## src/rtl/fma_issue_ctrl_if.sv

```systemverilog
// fma_issue_ctrl_if: request and result valid/ready bundle between a client and fma_issue_ctrl
interface fma_issue_ctrl_if #(
    parameter int FW   = 23,
    parameter int EW   = 8,
    parameter int TAGW = 5
);
    localparam int W = EW + FW + 1;
    logic            in_valid;
    logic            in_ready;
    logic [2:0]      in_rm;
    logic [3:0]      in_op;
    logic [W-1:0]    in_a, in_b, in_c;
    logic [TAGW-1:0] in_tag;
    logic            out_valid;
    logic            out_ready;
    logic [W-1:0]    out_result;
    logic [TAGW-1:0] out_tag;
    modport master (
        output in_valid, in_rm, in_op, in_a, in_b, in_c, in_tag, out_ready,
        input  in_ready, out_valid, out_result, out_tag
    );
    modport slave (
        input  in_valid, in_rm, in_op, in_a, in_b, in_c, in_tag, out_ready,
        output in_ready, out_valid, out_result, out_tag
    );
endinterface

```

## src/rtl/fma_issue_ctrl.sv

```systemverilog
// fma_issue_ctrl: issues ops into a fixed-latency FMA and retires results in order through a credited FIFO
module fma_issue_ctrl #(
    parameter int FW    = 23,
    parameter int EW    = 8,
    parameter int LAT   = 5,
    parameter int TAGW  = 5,
    parameter int DEPTH = 8
) (
    input  logic              clk,
    input  logic              rst_n,
    input  logic              flush,
    fma_issue_ctrl_if.slave   io,
    output logic [2:0]        fma_rm,
    output logic [3:0]        fma_op,
    output logic [EW+FW:0]    fma_opA,
    output logic [EW+FW:0]    fma_opB,
    output logic [EW+FW:0]    fma_opC,
    input  logic [EW+FW:0]    fma_result,
    output logic              busy
);
    localparam int W  = EW + FW + 1;
    localparam int OW = $clog2(DEPTH + 1);
    localparam int PW = DEPTH > 1 ? $clog2(DEPTH) : 1;

    logic [OW-1:0]   occ_q, occ_d, cnt_q, cnt_d;
    logic [PW-1:0]   wr_q, wr_d, rd_q, rd_d;
    logic [LAT:0]    vld_q, vld_d;
    logic [TAGW-1:0] tag_q [LAT+1];
    logic [TAGW-1:0] tag_d [LAT+1];
    logic [W-1:0]    res_mem_q [DEPTH];
    logic [W-1:0]    res_mem_d [DEPTH];
    logic [TAGW-1:0] tag_mem_q [DEPTH];
    logic [TAGW-1:0] tag_mem_d [DEPTH];
    logic [2:0]      fma_rm_q, fma_rm_d;
    logic [3:0]      fma_op_q, fma_op_d;
    logic [W-1:0]    fma_a_q, fma_a_d, fma_b_q, fma_b_d, fma_c_q, fma_c_d;
    logic            fire, pop, wr;

    function automatic logic [PW-1:0] nxt(input logic [PW-1:0] p);
        return p == PW'(DEPTH - 1) ? '0 : p + PW'(1);
    endfunction

    // occ counts every op from acceptance until popped, so it bounds FIFO fill
    assign io.in_ready   = rst_n & ~flush & (occ_q < OW'(DEPTH));
    assign io.out_valid  = cnt_q != '0;
    assign io.out_result = res_mem_q[rd_q];
    assign io.out_tag    = tag_mem_q[rd_q];
    assign fire          = io.in_valid & io.in_ready;
    assign pop           = io.out_valid & io.out_ready & ~flush;
    assign wr            = vld_q[LAT] & ~flush;
    assign busy          = occ_q != '0;
    assign fma_rm        = fma_rm_q;
    assign fma_op        = fma_op_q;
    assign fma_opA       = fma_a_q;
    assign fma_opB       = fma_b_q;
    assign fma_opC       = fma_c_q;

    always_comb begin
        occ_d    = flush ? '0 : occ_q + OW'(fire) - OW'(pop);
        cnt_d    = flush ? '0 : cnt_q + OW'(wr) - OW'(pop);
        wr_d     = flush ? '0 : (wr ? nxt(wr_q) : wr_q);
        rd_d     = flush ? '0 : (pop ? nxt(rd_q) : rd_q);
        vld_d    = flush ? '0 : {vld_q[LAT-1:0], fire};
        fma_rm_d = fire ? io.in_rm : fma_rm_q;
        fma_op_d = fire ? io.in_op : fma_op_q;
        fma_a_d  = fire ? io.in_a : fma_a_q;
        fma_b_d  = fire ? io.in_b : fma_b_q;
        fma_c_d  = fire ? io.in_c : fma_c_q;
        tag_d[0] = fire ? io.in_tag : tag_q[0];
        for (int i = 1; i <= LAT; i++) tag_d[i] = tag_q[i-1];
        res_mem_d = res_mem_q;
        tag_mem_d = tag_mem_q;
        if (wr) begin
            res_mem_d[wr_q] = fma_result;
            tag_mem_d[wr_q] = tag_q[LAT];
        end
    end

    always_ff @(posedge clk) begin
        if (!rst_n) begin
            occ_q    <= '0;
            cnt_q    <= '0;
            wr_q     <= '0;
            rd_q     <= '0;
            vld_q    <= '0;
            fma_rm_q <= '0;
            fma_op_q <= '0;
            fma_a_q  <= '0;
            fma_b_q  <= '0;
            fma_c_q  <= '0;
        end else begin
            occ_q    <= occ_d;
            cnt_q    <= cnt_d;
            wr_q     <= wr_d;
            rd_q     <= rd_d;
            vld_q    <= vld_d;
            fma_rm_q <= fma_rm_d;
            fma_op_q <= fma_op_d;
            fma_a_q  <= fma_a_d;
            fma_b_q  <= fma_b_d;
            fma_c_q  <= fma_c_d;
        end
        tag_q     <= tag_d;
        res_mem_q <= res_mem_d;
        tag_mem_q <= tag_mem_d;
    end

`ifndef SYNTHESIS
    always_ff @(posedge clk)
        if (rst_n && wr && !pop) assert (cnt_q != OW'(DEPTH)) else $error("result fifo overflow");
`endif
endmodule

```

## src/flat_wrapper.sv

```systemverilog
// flat-port wrapper written by rule: the top's interface ports become plain ports
module fma_issue_ctrl_flat 
#(
    parameter int FW    = 23,
    parameter int EW    = 8,
    parameter int LAT   = 5,
    parameter int TAGW  = 5,
    parameter int DEPTH = 8
)
  (clk, rst_n, flush, fma_rm, fma_op, fma_opA, fma_opB, fma_opC, fma_result, busy, io_in_valid, io_in_rm, io_in_op, io_in_a, io_in_b, io_in_c, io_in_tag, io_out_ready, io_in_ready, io_out_valid, io_out_result, io_out_tag);
  fma_issue_ctrl_if #(.FW(FW), .EW(EW), .TAGW(TAGW)) io_i ();
  input  logic clk;
  input  logic rst_n;
  input  logic flush;
  output logic [2:0] fma_rm;
  output logic [3:0] fma_op;
  output logic [EW+FW:0] fma_opA;
  output logic [EW+FW:0] fma_opB;
  output logic [EW+FW:0] fma_opC;
  input  logic [EW+FW:0] fma_result;
  output logic busy;
  input wire logic [$bits(io_i.in_valid)-1:0] io_in_valid;
  input wire logic [$bits(io_i.in_rm)-1:0] io_in_rm;
  input wire logic [$bits(io_i.in_op)-1:0] io_in_op;
  input wire logic [$bits(io_i.in_a)-1:0] io_in_a;
  input wire logic [$bits(io_i.in_b)-1:0] io_in_b;
  input wire logic [$bits(io_i.in_c)-1:0] io_in_c;
  input wire logic [$bits(io_i.in_tag)-1:0] io_in_tag;
  input wire logic [$bits(io_i.out_ready)-1:0] io_out_ready;
  output wire logic [$bits(io_i.in_ready)-1:0] io_in_ready;
  output wire logic [$bits(io_i.out_valid)-1:0] io_out_valid;
  output wire logic [$bits(io_i.out_result)-1:0] io_out_result;
  output wire logic [$bits(io_i.out_tag)-1:0] io_out_tag;
  assign io_i.in_valid = io_in_valid;
  assign io_i.in_rm = io_in_rm;
  assign io_i.in_op = io_in_op;
  assign io_i.in_a = io_in_a;
  assign io_i.in_b = io_in_b;
  assign io_i.in_c = io_in_c;
  assign io_i.in_tag = io_in_tag;
  assign io_i.out_ready = io_out_ready;
  assign io_in_ready = io_i.in_ready;
  assign io_out_valid = io_i.out_valid;
  assign io_out_result = io_i.out_result;
  assign io_out_tag = io_i.out_tag;
  fma_issue_ctrl #(.FW(FW), .EW(EW), .LAT(LAT), .TAGW(TAGW), .DEPTH(DEPTH)) u_core (.clk(clk), .rst_n(rst_n), .flush(flush), .io(io_i), .fma_rm(fma_rm), .fma_op(fma_op), .fma_opA(fma_opA), .fma_opB(fma_opB), .fma_opC(fma_opC), .fma_result(fma_result), .busy(busy));
endmodule
```

## config.mk

```make
export PLATFORM = sky130hd
export DESIGN_NAME = fma_issue_ctrl_flat
export DESIGN_NICKNAME = d
export VERILOG_FILES = /design/src/rtl/fma_issue_ctrl_if.sv /design/src/rtl/fma_issue_ctrl.sv /design/src/flat_wrapper.sv
export SDC_FILE = /design/constraint.sdc
export NUM_CORES = 1
export LEC_CHECK = 0
export CAP_MARGIN = 20
export CORE_MARGIN = 3
export CORE_UTILIZATION = 34
export DETAILED_ROUTE_END_ITERATION = 10
export PLACE_DENSITY = 0.51
export SYNTH_ARGS = -nofsm -noshare
export SYNTH_HDL_FRONTEND = slang
export SYNTH_SLANG_ARGS = --single-unit
export TNS_END_PERCENT = 100
```

## constraint.sdc

```tcl
create_clock -name clk -period 6.3 [get_ports clk]
set_input_delay 1.26 -clock clk [delete_from_list [all_inputs] [get_ports clk]]
set_output_delay 1.26 -clock clk [all_outputs]
set_load 0.05 [all_outputs]
```

==> results.md <==
* Distinct cell type count of the synthesized netlist at 35
* Area share of the largest cell type after synthesis at 0.5465
* Register bit total from synthesis at 449
* Number of I/O pins at 288
* Number of nets still failing antenna checks after routing at 0
* Clock tree from TritonCTS: done
* Worst Slack Setup Final at 1.510 ns
* Peak fanout along the critical path at 35
* Power spent charging and discharging nets at between 0.001 and 0.0015 W
* H-tree lvl count at 2
* Sum of net half-perimeters after detailed placement at 24390 um
* Via count of the routed design at slightly above 9000
* Synthesized area at 16540 um^2
* Synthesized area divided by synthesized cell count at 16.18 um^2
* Sequential power share at 0.493
* Placed Cells at 1879
* Detailed-routing iteration count for the pre-antenna-repair pass at 5
* Setup violators final at 0
* Violation count after the first detailed-routing iteration at 560
* Internal portion of total power at 0.005071 W
* Root Driver: sky130_fd_sc_hd__clkbuf_16
* Vias per cell at about 4.7
* TNS Setup at 0 ns
* Final Core Density at 0.4524
* Filler instances at 4251
* Clock Skews at around 0.019 ns
* Number of max-slew violations in the final report at 0
* Pin slew with the least headroom to its limit at roughly 1.0 ns
* Critical path launch point type: register
* Clock share of power at 0.445
* WL final at around 39000 um
* Number of buffers inserted during clock tree synthesis at 49
* Yosys warning total at 0
* Synthesized net count at between 1000 and 1500
* Part of the cycle the worst path needs at 0.7603
* Synth Instances at between 1000 and 1500
* Main area contributors after synthesis: sky130_fd_sc_hd__edfxtp_1 55%, sky130_fd_sc_hd__dfxtp_1 18%, sky130_fd_sc_hd__mux4_2 8.9%
* Overall routing resource usage at 0.1547
* Yosys top cell by area: sky130_fd_sc_hd__edfxtp_1
* Async set-or-reset flop fraction in the synthesized netlist at 0
* Post-detailed-route DRC marker count at 0
* Endpoint required time on the critical path at 5.04 ns
* Smallest hold slack at between 0.3 and 0.4 ns
* Number of placement rows at 80
* Buffers added on ports at 287
* Ys flop type: sky130_fd_sc_hd__edfxtp_1
* Final weighted congestion of routability-driven global placement at 0.7185
* Maximum operating frequency at approximately 210 MHz
* Initial standard-cell utilization of the core at 0.3457
* Area used by sequential logic in the layout at about 12000 um^2
* Wirelength per Cell at around 20 um
* Crit Path Category: reg2out
* Setup fix buffers added after clock tree synthesis at 0
* Layout area overhead at 30.87%
* Kind of path behind the tightest hold check: reg2reg
* MaxCap Viol Count at 0
* Via count of the first global-routing pass at 9777
* Number of synthesized flops with an enable pin at roughly 300
* Crit path arrival time at 3.53 ns
* Clock latency on the worst-skew pair at about 0.57 ns
* Commonest cells in the synthesized netlist: 301 x sky130_fd_sc_hd__edfxtp_1, 210 x sky130_fd_sc_hd__nand2_1, 148 x sky130_fd_sc_hd__dfxtp_1, 90 x sky130_fd_sc_hd__o21ai_0, 65 x sky130_fd_sc_hd__mux4_2
* Clock-pin slew reported for the worst setup and hold paths after clock tree synthesis at approximately 0.060 ns
* Hold-fix buffers, CTS at 0
* Number of buffers on the longest clock path at 3
* Net count reported at finish at ~1500
* LEAKAGE at approximately 7 nW
* Footprint of the multi-input gates at 4177 um^2
* Number of antenna violations at the first check in global routing at 5
* CTS resizes at 0
* Die extent in y at ~230 um
* Crit end category: primary output
* PwrDens at between 300 and 400 nW/um^2
* Grt ovf at 0
* Run status: finished clean
* Pin count of the biggest net entering global routing at approximately 210
* Final worst path period need at roughly 4.8 ns
* Setup repair after global routing missed its margin: no
* Share of layout cells above drive strength 1 at 0.1521
* Slew Limit Headroom at 0.3085
* Wire length of the first global-routing pass at between 50000 and 60000 um
* # clock sinks at about 450
* Final Hold Viols at 0
* Width of the die at 226.6 um
* Setup WS pre-CTS at 1.842 ns
* Final Instance Count excl. Fillers at 1970
* Core Area at approximately 48000 um^2
* Sequential cell area fraction in the yosys report at 0.7257
* Area of the die at roughly 51000 um^2
* Combinational share of power at 0.062
* Most instantiated library cell after synthesis: sky130_fd_sc_hd__edfxtp_1
* Peak ir drop on the vdd network at approximately 200 uV
* Sw Share at 0.2199
-- metrics by stage --
step | total power (W) | cell area (um^2)
6_report | 0.006501 | 21640
5_1_grt | 0.006734 | 21640
4_1_cts | 0.006599 | 21640
3_5_place_dp | 0.003671 | 20010
3_3_place_gp | 0.003670 | 20010
2_1_floorplan | 0.003458 | 16540
-- final timing paths --
path,depth (start not counted),endpoint,start,slack [ns]
worst max-delay path,4,io_out_result[21],u_core.rd_q[0],1.51
worst min-delay path,0,u_core.tag_d[6],u_core.tag_d[11],0.32
worst max register to register,4,u_core.res_mem_q[145],u_core.vld_q[5],3.66
worst min register to register,0,u_core.tag_d[6],u_core.tag_d[11],0.32
-- power by group through the flow --
| stage | registers, W | clock network [W] | logic (W) |
|---|---|---|---|
| finish | 0.00321 | 0.00289 | 0.000401 |
| global route | 0.00321 | 0.00310 | 0.000427 |
| global placement | 0.00327 | 0 | 0.000404 |
| CTS | 0.00321 | 0.00299 | 0.000405 |
| detailed placement | 0.00327 | 0 | 0.000404 |
| floorplan | 0.00340 | 0 | 0.0000557 |
-- per-layer routing --
metal,GRT usage,wire [um]
met2,0.2436,18090
met4,0.04461,816
met3,0.05839,3300
met1,0.2009,17080
met5,0,41
-- layout by cell type (no fill, tap or decap), types with 4 or more instances in the layout --
master / n
sky130_fd_sc_hd__dfxtp_1: 145
sky130_fd_sc_hd__o21ai_1: 16
sky130_fd_sc_hd__inv_1: 17
sky130_fd_sc_hd__nor2_1: 8
sky130_fd_sc_hd__clkinv_2: 11
sky130_fd_sc_hd__mux4_1: 9
sky130_fd_sc_hd__mux2_4: 36
sky130_fd_sc_hd__nand2b_1: 7
sky130_fd_sc_hd__mux4_2: 65
sky130_fd_sc_hd__edfxtp_1: 301
sky130_fd_sc_hd__mux2i_1: 4
sky130_fd_sc_hd__nand2_1: 210
sky130_fd_sc_hd__clkdlybuf4s50_1: 286
sky130_fd_sc_hd__o21ai_0: 90
sky130_fd_sc_hd__clkinv_1: 9
sky130_fd_sc_hd__buf_4: 14
sky130_fd_sc_hd__bufinv_16: 6
sky130_fd_sc_hd__and2_1: 7
sky130_fd_sc_hd__a21oi_1: 5
sky130_fd_sc_hd__clkinvlp_4: 5
sky130_fd_sc_hd__ha_1: 14
sky130_fd_sc_hd__clkbuf_16: 51
sky130_fd_sc_hd__clkbuf_1: 5
sky130_fd_sc_hd__nor2_4: 6
-- cells by family after synthesis --
group | synth area share
AO/OA/AOI/OAI | 0.03518
XOR/XNOR | 0.001059
adder cells (fa/ha/maj) | 0.01301
buffers and inverters | 0.02534
flip-flops | 0.7257
multiplexers | 0.1386
AND/OR/NAND/NOR | 0.06113
-- area by class of cell --
class,count,area share
Multi-Input combinational cell,497,0.1930
Tap cell,615,0.03555
Antenna cell,1,0.0001156
Sequential cell,449,0.5549
Timing Repair Buffer,301,0.1381
Clock buffer,57,0.06047
Clock inverter,33,0.01497
Inverter,17,0.002948
-- sequential cells by signal, summed over array words and instances, names as in the netlist --
name              count
u_core.fma_opC       32
u_core.fma_opA       32
u_core.cnt_q          4
u_core.tag_mem_q     40
u_core.occ_q          4
u_core.fma_rm         3
u_core.fma_op         4
u_core.wr_q           3
u_core.tag_d         25
u_core.fma_opB       32
u_core.vld_q          6
u_core.rd_q           3
u_core.tag_q          5
u_core.res_mem_q    256
-- critical path, stage by stage (launching register included) --
cell and delay, ns:
sky130_fd_sc_hd__dfxtp_4 0.81, sky130_fd_sc_hd__buf_4 0.52, sky130_fd_sc_hd__mux4_1 0.62, sky130_fd_sc_hd__mux2_4 0.29
sky130_fd_sc_hd__clkdlybuf4s50_1 0.70
Note: power is estimated with default switching activity, not from simulation.
==> variant (same settings) <==
`TAGW` is set to 5 in 3 places; all go to 4.
--- a/src/rtl/fma_issue_ctrl_if.sv
+++ b/src/rtl/fma_issue_ctrl_if.sv
@@ -2,7 +2,7 @@
 interface fma_issue_ctrl_if #(
     parameter int FW   = 23,
     parameter int EW   = 8,
-    parameter int TAGW = 5
+    parameter int TAGW = 4
 );
     localparam int W = EW + FW + 1;
     logic            in_valid;
--- a/src/rtl/fma_issue_ctrl.sv
+++ b/src/rtl/fma_issue_ctrl.sv
@@ -3,7 +3,7 @@
     parameter int FW    = 23,
     parameter int EW    = 8,
     parameter int LAT   = 5,
-    parameter int TAGW  = 5,
+    parameter int TAGW  = 4,
     parameter int DEPTH = 8
 ) (
     input  logic              clk,
--- a/src/flat_wrapper.sv
+++ b/src/flat_wrapper.sv
@@ -4,7 +4,7 @@
     parameter int FW    = 23,
     parameter int EW    = 8,
     parameter int LAT   = 5,
-    parameter int TAGW  = 5,
+    parameter int TAGW  = 4,
     parameter int DEPTH = 8
 )
   (clk, rst_n, flush, fma_rm, fma_op, fma_opA, fma_opB, fma_opC, fma_result, busy, io_in_valid, io_in_rm, io_in_op, io_in_a, io_in_b, io_in_c, io_in_tag, io_out_ready, io_in_ready, io_out_valid, io_out_result, io_out_tag);
Ports: changed (resized io_in_tag and io_out_tag); port bits go from 288 to 286. No check against the original RTL was run, so the function may have changed too.
==> variant against the original RTL <==
- via count fell by 2.8%
- total power fell by 4.7%
- design area is 3.4% lower
- worst setup slack improved by 0.16 ns
- synthesized area shrank 3.9%
- wire length is 4.9% lower
- sequential cell count fell by 14
- critical path type unchanged
- critical endpoint is now io_out_tag[1]
- highest routed layer unchanged
==> variant: results (changes against the original RTL) <==
** Logic synthesis
- The adder-cell share of the synthesized area was 1.354% (+0.053 points).
- The number of synthesized flops with an enable pin was 292 (-3.0%).
- The portion of netlist area occupied by mux cells came to 13.00% (-0.86 points).
- Ranked by instance count, the synthesized netlist is headed by 292 x sky130_fd_sc_hd__edfxtp_1, 210 x sky130_fd_sc_hd__nand2_1, 143 x sky130_fd_sc_hd__dfxtp_1.
- The synthesized instance count is 1004 (-1.8%).
- Sequential element share of the synthesized area :: 73.17% (+0.61 points)
- Compound-gate portion of the synthesized area :: 3.660% (+0.14 points)
- Distinct cells, synth :: 31 (-11%)
- The xor/xnor share of the synthesized area is 0.1102% (+0.0043 points).
- Post-Synthesis Net Count :: 1164 (-1.6%)
- By area the synthesized netlist is led by sky130_fd_sc_hd__edfxtp_1 55%, sky130_fd_sc_hd__dfxtp_1 18%, sky130_fd_sc_hd__mux4_2 10%.

** Detailed routing
- Via count :: 8963 (-2.8%)
- The wire length on met1 is 16060 um (-5.9%).
- The number of iterations in the first detailed-routing pass was 4 (-1).
- DRC marker count from the first detailed-route iteration :: 506 (-9.6%)
- The average vias per placed instance came to 4.634 (-0.96%).
- Overall routed net length :: 37390 um (-4.9%)
- DR WL met3 :: 3636 um (+10%)
- Wire length on met2 :: 16970 um (-6.2%)

** Pwr
- The leakage power is 0.006807 uW (-4.7%).
- Worst vdd ir :: 0.1993 mV (-2.5%)
- Net Sw Frac :: 21.81% (-0.18 points)
- Clock group total power :: 2690 uW (-6.9%)
- The cell-internal power was 4843 uW (-4.5%).

** Global route
- Largest net degree at the start of global routing :: 211 (-0.47%)
- Met2 capacity usage during global routing :: 23.34% (-1.0 points)
- Wire length of the first global-routing pass :: 57540 um (-3.6%)
- Vias in the first global route :: 9639 (-1.4%)
- Met1 layer usage reported by global route :: 19.70% (-0.39 points)
- The global routing usage summed across all routing layers was 15.18% (-0.29 points).
- Met3 usage in global routing :: 6.606% (+0.77 points)
- Number of antenna violations at the first check in global routing :: 2 (-3)

** Placed design
- The last weighted congestion value of the routability-driven placer came to 0.7127 (-0.81%).
- Count of input and output buffers :: 285 (-0.70%)
- The pre-CTS worst setup slack is 1.638 ns (-0.2036 ns).
- The total half-perimeter wirelength after legalization and detailed placement came to 22620 um (-7.2%).
- Placement Cell Area :: 19390 um^2 (-3.1%)
- The number of placed instances with taps included came to 1844 (-1.9%).

** Status
- Outcome :: complete, no violations

** Timing
- The actual slew at the worst max-slew pin is 0.9669 ns (-0.07031 ns).
- The final clock skew came to 0.01309 ns (-0.006023 ns).

** Layout
- Fill cell instance count of the final layout :: 4064 (-4.4%)
- The net total in the final layout is 1453 (-1.6%).
- Multi-input combinational cell area :: 3960 um^2 (-5.2%)
- Fraction of final layout cells with drive strength greater than 1 :: 15.09% (-0.12 points)

** Setup path
- CP max FO :: 41 (+17%)

** Clock network
- CTS buffer count :: 47 (-4.1%)

** Hold path
- In this run the worst hold path is classified as reg2reg.
## variant: layout make-up
type,count,area share (%)
Clock inverter,22,1.077
Multi-Input combinational cell,494,18.94
Tap cell,600,3.591
Antenna cell,2,0.02394
Inverter,17,0.3052
Sequential cell,435,55.67
Timing Repair Buffer,298,14.22
Clock buffer,66,6.170
## variant: worst paths after layout
check / cells after the start / to / slack [ns] / from
worst min-delay path: 0 / u_core.tag_q[2]$_DFF_P_ / 0.32 / u_core.tag_d[2]$_DFF_P_
worst min register to register: 0 / u_core.tag_q[2]$_DFF_P_ / 0.32 / u_core.tag_d[2]$_DFF_P_
worst max-delay path: 4 / io_out_tag[1] / 1.67 / u_core.rd_q[0]$_SDFFE_PP0P_
worst max register to register: 11 / u_core.occ_q[2]$_SDFF_PP0_ / 3.65 / u_core.cnt_q[2]$_SDFF_PP0_
